<file path="src/rtl/seg7_pkg.sv">
// ----------------------------------------------------------------------------
// seg7_pkg
// Shared constants for the multiplexed 7-segment display path.
//   - SEG_BLANK and the active-low patterns for BCD digits 0..9,
//     bit order [6]=a ... [0]=g.
//   - Scan controller state encoding.
// ----------------------------------------------------------------------------
package seg7_pkg;

    localparam logic [6:0] SEG_BLANK = 7'b1111111;

    localparam logic [6:0] SEG_0 = 7'b0000001;
    localparam logic [6:0] SEG_1 = 7'b1001111;
    localparam logic [6:0] SEG_2 = 7'b0010010;
    localparam logic [6:0] SEG_3 = 7'b0000110;
    localparam logic [6:0] SEG_4 = 7'b1001100;
    localparam logic [6:0] SEG_5 = 7'b0100100;
    localparam logic [6:0] SEG_6 = 7'b0100000;
    localparam logic [6:0] SEG_7 = 7'b0001111;
    localparam logic [6:0] SEG_8 = 7'b0000000;
    localparam logic [6:0] SEG_9 = 7'b0001100;

    typedef enum logic {
        ST_OFF  = 1'b0,
        ST_SCAN = 1'b1
    } state_t;

endpackage

</file>
<file path="src/rtl/bcd_to_seg7.sv">
// ----------------------------------------------------------------------------
// bcd_to_seg7
// Combinational BCD to active-low 7-segment decoder. Codes 10..15 have no
// glyph and produce a blank digit.
// Ports:
//   bcd  in   4  BCD digit
//   seg  out  7  active-low segments, [6]=a ... [0]=g
// ----------------------------------------------------------------------------
module bcd_to_seg7
    import seg7_pkg::*;
(
    input  logic [3:0] bcd,
    output logic [6:0] seg
);

    always_comb begin
        seg = SEG_BLANK;
        case (bcd)
            4'd0:    seg = SEG_0;
            4'd1:    seg = SEG_1;
            4'd2:    seg = SEG_2;
            4'd3:    seg = SEG_3;
            4'd4:    seg = SEG_4;
            4'd5:    seg = SEG_5;
            4'd6:    seg = SEG_6;
            4'd7:    seg = SEG_7;
            4'd8:    seg = SEG_8;
            4'd9:    seg = SEG_9;
            default: seg = SEG_BLANK;
        endcase
    end

endmodule

</file>
<file path="src/rtl/seg7_scan_controller.sv">
// ----------------------------------------------------------------------------
// seg7_scan_controller
// Time-multiplexes one shared BCD decoder across NUM_DIGITS common-anode
// digits. New values arrive on a valid/ready port into a shadow register and
// are only copied to the displayed (active) register at a frame boundary, or
// straight away while the display is off, so a frame never shows a mix of
// old and new digits.
// Ports:
//   clk         in   1             system clock, rising edge
//   reset       in   1             asynchronous, active-high
//   enable      in   1             1 = scan display, 0 = display off
//   load_valid  in   1             load_data valid
//   load_ready  out  1             block can accept load_data
//   load_data   in   4*NUM_DIGITS  BCD digits, digit 0 in bits [3:0]
//   seg         out  7             active-low segments, [6]=a ... [0]=g
//   an          out  NUM_DIGITS    active-low anodes, an[i] drives digit i
// ----------------------------------------------------------------------------
module seg7_scan_controller
    import seg7_pkg::*;
#(
    parameter int NUM_DIGITS    = 4,
    parameter int REFRESH_DIV   = 50000,
    parameter bit BLANK_LEADING = 1'b1
) (
    input  logic                    clk,
    input  logic                    reset,
    input  logic                    enable,
    input  logic                    load_valid,
    output logic                    load_ready,
    input  logic [4*NUM_DIGITS-1:0] load_data,
    output logic [6:0]              seg,
    output logic [NUM_DIGITS-1:0]   an
);

    localparam int IW = (NUM_DIGITS > 1) ? $clog2(NUM_DIGITS) : 1;
    localparam int PW = (REFRESH_DIV > 1) ? $clog2(REFRESH_DIV) : 1;

    localparam logic [IW-1:0] LAST_IDX = IW'(NUM_DIGITS - 1);
    localparam logic [PW-1:0] LAST_PRE = PW'(REFRESH_DIV - 1);

    state_t                       state, state_nxt;
    logic [IW-1:0]                index, index_nxt;
    logic [PW-1:0]                prescaler, prescaler_nxt;
    logic [NUM_DIGITS-1:0][3:0]   active, active_nxt;
    logic [NUM_DIGITS-1:0][3:0]   shadow;
    logic                         pending, pending_nxt;
    logic                         out_of_reset;
    logic                         take;
    logic                         xfer;

    logic [NUM_DIGITS-1:0]        lz;
    logic [3:0]                   dec_in;
    logic [6:0]                   dec_out;
    logic [6:0]                   seg_nxt;
    logic [NUM_DIGITS-1:0]        an_nxt;

    // Ready is held low during reset and for the rest of the reset cycle;
    // out_of_reset rises on the first clock edge after release.
    assign load_ready = out_of_reset & ~pending;
    assign take       = load_valid & load_ready;

    // ------------------------------------------------------------------
    // Next-state: scan position and shadow->active transfer point
    // ------------------------------------------------------------------
    always_comb begin
        state_nxt     = state;
        index_nxt     = index;
        prescaler_nxt = prescaler;
        xfer          = 1'b0;
        case (state)
            ST_OFF: begin
                index_nxt     = '0;
                prescaler_nxt = '0;
                // Nothing is on screen, so a waiting value can go live now.
                xfer          = pending;
                if (enable) begin
                    state_nxt = ST_SCAN;
                end
            end
            ST_SCAN: begin
                if (!enable) begin
                    state_nxt     = ST_OFF;
                    index_nxt     = '0;
                    prescaler_nxt = '0;
                end else if (prescaler == LAST_PRE) begin
                    prescaler_nxt = '0;
                    if (index == LAST_IDX) begin
                        index_nxt = '0;
                        // Frame wrap: the only tear-free update point while lit.
                        xfer      = pending;
                    end else begin
                        index_nxt = index + 1'b1;
                    end
                end else begin
                    prescaler_nxt = prescaler + 1'b1;
                end
            end
            default: begin
                state_nxt     = ST_OFF;
                index_nxt     = '0;
                prescaler_nxt = '0;
            end
        endcase
    end

    assign active_nxt  = xfer ? shadow : active;
    // take and xfer are exclusive: take needs pending=0, xfer needs pending=1.
    assign pending_nxt = take | (pending & ~xfer);

    // ------------------------------------------------------------------
    // Leading-zero detect on the value that will be displayed next cycle.
    // lz[i] = digits i..NUM_DIGITS-1 are all zero.
    // ------------------------------------------------------------------
    always_comb begin
        lz = '0;
        lz[NUM_DIGITS-1] = (active_nxt[NUM_DIGITS-1] == 4'd0);
        for (int i = NUM_DIGITS - 2; i >= 0; i--) begin
            lz[i] = lz[i+1] & (active_nxt[i] == 4'd0);
        end
    end

    // One decoder, steered by the digit that will be lit next cycle.
    assign dec_in = active_nxt[index_nxt];

    bcd_to_seg7 u_dec (
        .bcd (dec_in),
        .seg (dec_out)
    );

    // ------------------------------------------------------------------
    // Output selection. Outputs are registered from next-state values so
    // they line up with the state they describe. Prescaler position 0 is
    // the ghost-blank slot: anodes are all released while the segment
    // lines settle to the new digit.
    // ------------------------------------------------------------------
    always_comb begin
        an_nxt  = '1;
        seg_nxt = SEG_BLANK;
        if (state_nxt == ST_SCAN && prescaler_nxt != '0) begin
            an_nxt = ~(NUM_DIGITS'(1) << index_nxt);
            if (BLANK_LEADING && index_nxt != '0 && lz[index_nxt]) begin
                seg_nxt = SEG_BLANK;
            end else begin
                seg_nxt = dec_out;
            end
        end
    end

    // ------------------------------------------------------------------
    // State, datapath and output registers
    // ------------------------------------------------------------------
    always_ff @(posedge clk or posedge reset) begin
        if (reset) begin
            state        <= ST_OFF;
            index        <= '0;
            prescaler    <= '0;
            active       <= '0;
            shadow       <= '0;
            pending      <= 1'b0;
            out_of_reset <= 1'b0;
            seg          <= SEG_BLANK;
            an           <= '1;
        end else begin
            state        <= state_nxt;
            index        <= index_nxt;
            prescaler    <= prescaler_nxt;
            active       <= active_nxt;
            pending      <= pending_nxt;
            out_of_reset <= 1'b1;
            seg          <= seg_nxt;
            an           <= an_nxt;
            if (take) begin
                shadow <= load_data;
            end
        end
    end

endmodule

</file>
<file path="config.mk">
export PLATFORM = sky130hd
export DESIGN_NAME = seg7_scan_controller
export DESIGN_NICKNAME = d
export VERILOG_FILES = /design/src/rtl/seg7_pkg.sv /design/src/rtl/bcd_to_seg7.sv /design/src/rtl/seg7_scan_controller.sv
export SDC_FILE = /design/constraint.sdc
export NUM_CORES = 1
export LEC_CHECK = 0
export ABC_AREA = 1
export CAP_MARGIN = 20
export CORE_MARGIN = 3
export CORE_UTILIZATION = 54
export DETAILED_ROUTE_END_ITERATION = 8
export GPL_ROUTABILITY_DRIVEN = 0
export PLACE_DENSITY = 0.8
export REMOVE_ABC_BUFFERS = 1
export SLEW_MARGIN = 15
export SYNTH_ARGS = -nofsm -noshare
export SYNTH_HDL_FRONTEND = slang
export SYNTH_HIERARCHICAL = 1
export SYNTH_SLANG_ARGS = --single-unit
</file>
<file path="constraint.sdc">
create_clock -name clk -period 3.5 [get_ports clk]
set_clock_uncertainty 0.05 [all_clocks]
set_input_delay 0.7 -clock clk [delete_from_list [all_inputs] [get_ports clk]]
set_output_delay 0.7 -clock clk [all_outputs]
set_load 0.01 [all_outputs]
</file>
; ---- Word-level counts from Yosys, hierarchy flattened
; Memories as Yosys holds them, arrays and structs flattened.
; Cells that the tools add are included.
[word_totals]
ff_bits = 64
latchBits = 0
ramBits = 0
romBits = 112
input_bits = 20
out_inout_bits = 12
wordCells = 61
n_memories = 1
[mem_list]
columns = memory, words, width, read_ports, rd_clocked_by_memory_dff, wr, line
row1 = (no name shown), 16, 7, 1, 0, 0, bcd_to_seg7.sv:18  ; case (bcd)
[op_classes]
n_addsub = 2
mul = 0
n_div = 0
order_cmp = 1
eq_ne = 2
shifts = 1
n_mux = 20
n_bitwise = 11
n_reduce_logical = 8
[op_table]
columns = operator, n
row1 = 2-to-1 mux 16 bit, 3
row2 = case mux 16 bit (2 select lines), 1
row3 = "adder 16 x 1 -> 16 bit, second input constant", 1
row4 = "== test 16 bit, second input constant", 1
row5 = logical NOT 4 bit, 4
row6 = nonzero test 16 bit, 1
row7 = 2-to-1 mux 7 bit, 2
row8 = binary-select mux 4 bit (select 2 bit), 1
row9 = 2-to-1 mux 4 bit, 2
row10 = bitwise AND 1 bit, 6
row11 = 2-to-1 mux 2 bit, 3
row12 = 2-to-1 mux 1 bit, 5
row13 = inverter 4 bit, 1
row14 = case mux 2 bit (2 select lines), 1
row15 = "left shift 1 x 2 -> 4 bit, first input constant", 1
row16 = "less-than comparator 2 x 3 -> 1 bit, second input constant", 1
row17 = inverter 1 bit, 3
row18 = "adder 2 x 1 -> 2 bit, second input constant", 1
row19 = binary-select mux 1 bit (select 2 bit), 1
row20 = "== test 2 bit, second input constant", 1
row21 = logical AND 1 bit, 2
row22 = case mux 1 bit (2 select lines), 1
row23 = nonzero test 2 bit, 1
row24 = bitwise OR 1 bit, 1

; ---- Longest topological paths before layout
; Gate-level depths: netlist (run 1).
[depth]
ltp_word = 15
ltp_mapped = 21
ltp_nobuf = 21

; ---- Modules after synthesis
; Netlist (run 1), hierarchy kept.
[modules_own_cells]
columns = module, instances, cells_per_inst, area_each_um2, seq_area_each_um2
row1 = seg7_scan_controller, 1, 343, 2995.4, 1615.3
row2 = bcd_to_seg7, 1, 35, 192.7, 0.0

; ---- Worst setup path after synthesis (run 1)
; Ideal clock, no wire load.
[synth_timing]
path_type = register -> register
start = register prescaler[0]
end = register seg[3]
setup_time_ps = 84
t_arrival_ps = 2438
required_ps = 3366
setup_slack_ps = 928
path_stages_with_launch = 19
path_buffers = 0
synth_period_minus_slack_ps = 2572
cell_sequence = dfrtp_1 -> ha_1 -> nand3_2 -> nor2_2 -> nand2_1 -> inv_1 -> o21ai_0 -> nor2_2 -> inv_1 -> nor2_1 -> nand2_1 -> o2111ai_1 -> inv_1 -> ha_1 -> nand2_1 -> nand3_1 -> nand2_1 -> inv_1 -> nand3_1
[synth_between]
word_cells_on_any_way = 30
cone_classes = 1 x add/sub / 1 x eq/ne / 16 x mux / 3 x bitwise / 8 x reduce/logical / 1 x memory
[synth_rtl]
columns = item, line
row1 = "start, declared", seg7_scan_controller.sv:43  ; logic [PW-1:0] prescaler, prescaler_nxt;
row2 = "start signal, assigned", seg7_scan_controller.sv:166  ; prescaler <= prescaler_nxt;
row3 = == test 16 bit, seg7_scan_controller.sv:85  ; end else if (prescaler == LAST_PRE) begin
row4 = 2-to-1 mux 2 bit, seg7_scan_controller.sv:85
row5 = 2-to-1 mux 2 bit, seg7_scan_controller.sv:81  ; if (!enable) begin
row6 = case mux 2 bit (2 select lines), seg7_scan_controller.sv:70  ; case (state)
row7 = named net index_nxt[1], seg7_scan_controller.sv:42  ; logic [IW-1:0] index, index_nxt;
row8 = binary-select mux 4 bit (select 2 bit), seg7_scan_controller.sv:123  ; assign dec_in = active_nxt[index_nxt];
row9 = 2-to-1 mux 4 bit (implied by the code), seg7_scan_controller.sv:123
row10 = named net dec_in[1], seg7_scan_controller.sv:52  ; logic [3:0] dec_in;
row11 = memory (16 x 7 bit), n/a
row12 = named net dec_out[3], seg7_scan_controller.sv:53  ; logic [6:0] dec_out;
row13 = 2-to-1 mux 7 bit, seg7_scan_controller.sv:141  ; if (BLANK_LEADING && index_nxt != '0 && lz[index_nxt]) begin
row14 = 2-to-1 mux 7 bit, seg7_scan_controller.sv:139  ; if (state_nxt == ST_SCAN && prescaler_nxt != '0) begin
row15 = named net seg_nxt[3], seg7_scan_controller.sv:54  ; logic [6:0] seg_nxt;
row16 = "end signal, assigned", seg7_scan_controller.sv:170  ; seg <= seg_nxt;
row17 = "end, declared", seg7_scan_controller.sv:31  ; output logic [6:0] seg,
; The timed path passes the listed nets, and every way through them passes these cells. The select of a mux whose other input is x is not followed.
; A chain may end at the register's enable or synchronous reset.

; ---- Final worst setup path (run 1)
; Same ends and word-level chain as after synthesis.

==> results of run 1 <==
## how the worst max path moves through the flow
stage / start / endpoint / cells after the start
global route: prescaler[0] / seg[3] / 18
global placement: enable / seg[3] / 16
detailed placement: enable / seg[3] / 18
CTS: prescaler[0] / seg[3] / 18
floorplan: prescaler[0] / seg[3] / 18
finish: prescaler[0] / seg[3] / 18
## cells in the mapped netlist, types with 3 or more instances
master	number	area [um2]
o21ai_0	6	30.03
or2_2	5	31.28
inv_1	66	247.7
o21ai_1	3	15.01
a21oi_1	3	15.01
nand2_1	106	397.9
o2111ai_1	4	35.03
dfstp_2	11	289.0
nor2_2	9	56.30
mux2_2	15	168.9
nand3_1	37	185.2
nand3_2	3	30.03
nor2_1	27	101.4
dfrtp_1	53	1326
buf_4	3	22.52
ha_1	7	87.58
## sequential cells by signal (all words and copies together), names as in the netlist, 2 cells and up
name / flops
shadow: 16
active: 16
prescaler: 16
seg: 7
index: 2
an: 4
## worst max-delay path: cells and delay by family, from the launching register on
family                     cells  cell delay [ps]
buffers and inverters          4              380
adders and majority gates      2              510
AOI/OAI and AO/OA              2              390
DFF                            1              370
and+or+nand+nor               10             1230
## cells by family (layout without fill, tap and decap cells)
kind of cell | count (synthesis) | in the layout
multiplexers | 15 | 15
XOR/XNOR | 2 | 2
other | 1 | 1
flip-flops | 64 | 64
AND/OR/NAND/NOR | 196 | 196
buffers and inverters | 74 | 119
adder cells (fa/ha/maj) | 7 | 7
AO/OA/AOI/OAI | 19 | 19
## routing by layer
| metal | GRT usage (%) | vias up | wire length (um) |
|---|---|---|---|
| met5 | 0 | - | 0 |
| met3 | 3.274 | 9 | 219 |
| met2 | 29.45 | 54 | 2787 |
| met4 | 9.064 | 0 | 90 |
| met1 | 23.69 | 1127 | 2750 |
| li1 | - | 1248 | - |
## where the power goes
group	switching, W	total [W]	internal (W)
Sequential	0.0000978	0.00107	0.000972
Clock	0.000268	0.000637	0.000370
Combinational	0.000466	0.000803	0.000337
Total	0.000831	0.00251	0.00168
## through the flow
| stage | util, % | power, W | hold WS (ps) |
|---|---|---|---|
| floorplan | - | 0.001641 | 394.9 |
| global placement | 63.77 | 0.001847 | 413.3 |
| detailed placement | 63.77 | 0.001881 | 417.1 |
| CTS | 67.27 | 0.002529 | 436.0 |
| finish | 67.27 | 0.002510 | 427.9 |
| global route | 67.27 | 0.002704 | 454.5 |
## area by class of cell
type | count | area share (%)
Timing Repair Buffer | 35 | 9.022
Clock buffer | 15 | 4.411
Tap cell | 72 | 2.388
Clock inverter | 1 | 0.7960
Multi-Input combinational cell | 240 | 33.80
Inverter | 68 | 6.766
Sequential cell | 64 | 42.82
==> flow_metrics.env, run 1 <==
export IMPL_cts_repair_resized=0
export IMPL_yosys_most_used_dff="dfrtp_1"
export IMPL_syn_inst=378
export IMPL_cts_buffer_depth=2
export IMPL_grt_pass1_wl_um=10280
export IMPL_synth_top_family_by_area="simple AND/OR/NAND/NOR gates"
export IMPL_drive_gt1_share_pct=16.31
export IMPL_wl_per_cell_um=11.81
export IMPL_grt_use_total_pct=18.25
export IMPL_layout_commonest_cell="nand2_1"
export IMPL_routed_wl_um=5847
export IMPL_status="completed"
export IMPL_firstDrtPassIters=4
export IMPL_critical_path_max_stage_delay_ps=370
export IMPL_period_share_pct=86.68
export IMPL_cts_tree="yes"
export IMPL_finalHoldViolations=0
export IMPL_antenna_found_initial=0
export IMPL_hold_class="flop to flop"
export IMPL_reg2regPathDepth=18
export IMPL_syn_area_um2=3188
export IMPL_rsz0062_at_grt="false"
export IMPL_antennaDiodeCount=0
export IMPL_drt_iter0_markers=130
export IMPL_core_um2=5608
export IMPL_powerDensity_nw_per_um2=665.5
export IMPL_pre_cts_slack_ps=185.2
export IMPL_crit_slowest_cell="dfrtp_1"
export IMPL_num_rows=27
export IMPL_synth_edff_count=0
export IMPL_finalWorstSetupSlack_ps=466.3
export IMPL_placed_area_um2=3576
export IMPL_grt_max_degree=33
export IMPL_fin_area_um2=3772
export IMPL_yosys_area_share_simple_pct=27.51
export IMPL_synth_area_mux_share_pct=5.298
export IMPL_vias=2438
export IMPL_final_net_count=445
export IMPL_finalSetupViolCount=0
export IMPL_cts_clk_slew_worst_paths_ps=70
export IMPL_die_width_um=82.84
export IMPL_io_buffers=31
export IMPL_die_h_um=82.84
export IMPL_fmax_ghz=0.3296
export IMPL_holdPathEnd="prescaler[0]"
export IMPL_holdPathStages=1
export IMPL_htree_num_levels=3
export IMPL_grt_pass1_vias=2332
export IMPL_tightest_slew_ps=679.2
export IMPL_cp_common_cell="nand2_1"
export IMPL_reg2reg_to="seg[3]"
export IMPL_viasPerCell=4.925
export IMPL_nFillCells=470
export IMPL_async_reset_ff_share_pct=100.0
export IMPL_ys_ff_latch=64
export IMPL_area_delta_synth_final_pct=18.33
export IMPL_synth_cell_types=30
export IMPL_cp_arrival_ps=3230
export IMPL_regArea_um2=1615
export IMPL_ff2ff_setup_slack_ps=470
export IMPL_multiInputGateArea_um2=1275
export IMPL_cap_violations=0
export IMPL_synth_compound_area_share_pct=3.768
export IMPL_critPathLaunchType="flop"
export IMPL_cts_sinks=64
export IMPL_fin_setup_tns_ps=0
export IMPL_slew_violations=0
export IMPL_min_period_ps=3034
export IMPL_ios=32
export IMPL_critical_path_required_ps=3690
export IMPL_start_util_pct=56.85
export IMPL_ys_seq_area_share_pct=50.67
export IMPL_ir_worst_vdd_v=0.0003945
export IMPL_ys_warnings_count=6
export IMPL_cts_made_buffers=9
export IMPL_postCtsSetupBuffers=0
export IMPL_cp_max_fo=5
export IMPL_drtAntennaViolNets=0
export IMPL_design_die_area_um2=6862
export IMPL_dp_cells=479
export IMPL_clockRootBuffer="clkbuf_8"
export IMPL_min_delay_start="prescaler[0]"
export IMPL_synth_xor_area_share_pct=0.5495
export IMPL_crit_chain="ha_1 -> nand3_2 -> nor2_2 -> nand2_1 -> o21ai_0 -> inv_1 -> nand2_1 -> inv_1 -> nor2_1 -> nand2_1 -> o2111ai_1 -> inv_1 -> ha_1 -> nand2_1 -> nand3_1 -> nand2_1 -> inv_1 -> nand3_1"
export IMPL_synthAdderAreaFrac_pct=2.747
export IMPL_critPathKind="flop to flop"
export IMPL_grt_overflow=0
export IMPL_drc=0
export IMPL_avgSynthCellArea_um2=8.434
export IMPL_fin_cells=495
export IMPL_r2r_start="prescaler[0]"
export IMPL_p_leak_nw=2.022
export IMPL_worstSkewPairLatency_ps=330
export IMPL_hpwl_um=4259
export IMPL_end_kind="flop"
export IMPL_relSlewSlack_pct=54.61
export IMPL_layout_common_cells="nand2_1 (106), inv_1 (65), dfrtp_1 (53)"
export IMPL_cts_hold_buf=0
Note: power is estimated with default switching activity, not from simulation.
==> inputs of run 2 (changes only) <==
- CORE_MARGIN: 3 -> 4
- GPL_ROUTABILITY_DRIVEN: 0 -> not set
==> flow_metrics.env, run 2 (synthesis gave the netlist of run 1 again) <==
export IMPL_fmax_ghz=0.3279
export IMPL_cts_clk_slew_worst_paths_ps=70
export IMPL_cts_repair_resized=0
export IMPL_num_rows=27
export IMPL_crit_slowest_cell="dfrtp_1"
export IMPL_fin_setup_tns_ps=0
export IMPL_critPathLaunchType="flop"
export IMPL_reg2reg_to="seg[3]"
export IMPL_io_buffers=31
export IMPL_ios=32
export IMPL_cap_violations=0
export IMPL_critical_path_required_ps=3700
export IMPL_cts_made_buffers=9
export IMPL_die_h_um=84.84
export IMPL_gp_congestion=0.8819
export IMPL_routed_wl_um=5928
export IMPL_grt_overflow=0
export IMPL_largestRegisters="active x16, prescaler x16, shadow x16"
export IMPL_dp_cells=479
export IMPL_regArea_um2=1615
export IMPL_antenna_found_initial=0
export IMPL_vias=2460
export IMPL_layout_commonest_cell="nand2_1"
export IMPL_design_die_area_um2=7197
export IMPL_drtAntennaViolNets=0
export IMPL_finalWorstSetupSlack_ps=450.5
export IMPL_crit_end="seg[3]"
export IMPL_finalSetupViolCount=0
export IMPL_hold_class="flop to flop"
export IMPL_tightest_slew_ps=791.1
export IMPL_drt_iter0_markers=121
export IMPL_wl_per_cell_um=11.98
export IMPL_grt_pass1_wl_um=10600
export IMPL_path_buf_inv=4
export IMPL_cts_buffer_depth=2
export IMPL_finalHoldViolations=0
export IMPL_drc=0
export IMPL_drive_gt1_share_pct=16.78
export IMPL_fin_cells=495
export IMPL_start_util_pct=56.85
export IMPL_hpwl_um=4433
export IMPL_postCtsSetupBuffers=0
export IMPL_p_leak_nw=2.027
export IMPL_cp_max_fo=5
export IMPL_ff2ff_setup_slack_ps=450
export IMPL_critical_path_max_stage_delay_ps=370
export IMPL_core_um2=5608
export IMPL_cts_tree="yes"
export IMPL_min_period_ps=3050
export IMPL_cp_arrival_ps=3250
export IMPL_htree_num_levels=3
export IMPL_powerDensity_nw_per_um2=665.2
export IMPL_worstSkewPairLatency_ps=340
export IMPL_pre_cts_slack_ps=170.3
export IMPL_grt_use_total_pct=18.33
export IMPL_ir_worst_vdd_v=0.0003971
export IMPL_crit_chain="ha_1 -> nand3_2 -> nor2_2 -> nand2_1 -> inv_1 -> o21ai_0 -> nor2_2 -> inv_1 -> nor2_1 -> nand2_1 -> o2111ai_1 -> inv_1 -> ha_1 -> nand2_1 -> nand3_1 -> nand2_1 -> inv_1 -> nand3_1"
export IMPL_layout_common_cells="nand2_1 (106), inv_1 (65), dfrtp_1 (53)"
export IMPL_cts_sinks=64
export IMPL_crit_start="prescaler[0]"
export IMPL_end_kind="flop"
export IMPL_critPathKind="flop to flop"
export IMPL_cts_hold_buf=0
export IMPL_relSlewSlack_pct=47.18
export IMPL_multiInputGateArea_um2=1275
export IMPL_period_share_pct=87.13
export IMPL_nFillCells=473
export IMPL_path_depth=18
export IMPL_fin_total_pwr_w=0.002511
export IMPL_firstDrtPassIters=4
export IMPL_area_delta_synth_final_pct=18.41
export IMPL_viasPerCell=4.970
export IMPL_final_net_count=445
export IMPL_rsz0062_at_grt="false"
export IMPL_antennaDiodeCount=0
export IMPL_grt_pass1_vias=2443
export IMPL_clockRootBuffer="clkbuf_8"
export IMPL_r2r_start="prescaler[0]"
export IMPL_grt_max_degree=41
export IMPL_die_width_um=84.84
export IMPL_reg2regPathDepth=18
export IMPL_slew_violations=0
export IMPL_crit_family="simple AND/OR/NAND/NOR gates"
export IMPL_status="completed"
## run 2: power breakdown
part / total, W / leakage [nW] / switching, W / internal [W]
Clock: 0.000646 / 0.103 / 0.000279 / 0.000366
Combinational: 0.000795 / 1.14 / 0.000458 / 0.000337
Sequential: 0.00107 / 0.780 / 0.0000980 / 0.000972
## run 2: metrics by stage
stage | area, um2 | utilization [%] | hold WS (ps)
2_1_floorplan | 3146 | - | 394.9
3_3_place_gp | 3576 | 63.77 | 411.3
3_5_place_dp | 3576 | 63.77 | 418.2
4_1_cts | 3775 | 67.31 | 437.0
5_1_grt | 3775 | 67.31 | 458.5
6_report | 3775 | 67.31 | 434.3
## run 2: area by class of cell
cell class | instances | area share [%]
multi-input cells | 240 | 33.78
repair buffers | 35 | 9.016
inverters | 68 | 6.762
clock buffers | 13 | 4.209
clock inverters | 3 | 1.061
flip-flops and latches | 64 | 42.79
well taps | 72 | 2.386
## run 2: how the worst min path moves through the flow
stage / start / endpoint / cells past startpoint
final: active[2] / active[2] / 2
after global routing: active[2] / active[2] / 2
after CTS: active[2] / active[2] / 2
after detailed placement: active[2] / active[2] / 2
after global placement: prescaler[0] / prescaler[0] / 1
after floorplan: active[1] / active[1] / 2
## run 2: worst register-to-register path, stage by stage (launching register included)
cell	delay (ps)
dfrtp_1	370
ha_1	220
nand3_2	110
nor2_2	150
nand2_1	120
inv_1	110
o21ai_0	110
nor2_2	190
inv_1	120
nor2_1	310
nand2_1	110
o2111ai_1	190
inv_1	160
ha_1	300
nand2_1	60
nand3_1	120
nand2_1	50
inv_1	50
nand3_1	70
## run 2: layer usage
layer	vias up	GRT usage [%]	wire, um	share of wire (%)
li1	1246	-	-	-
met1	1161	23.64	2822	48
met2	43	29.82	2808	47
met3	10	3.883	203	3.4
met4	0	8.201	93	1.6
met5	-	0	0	0
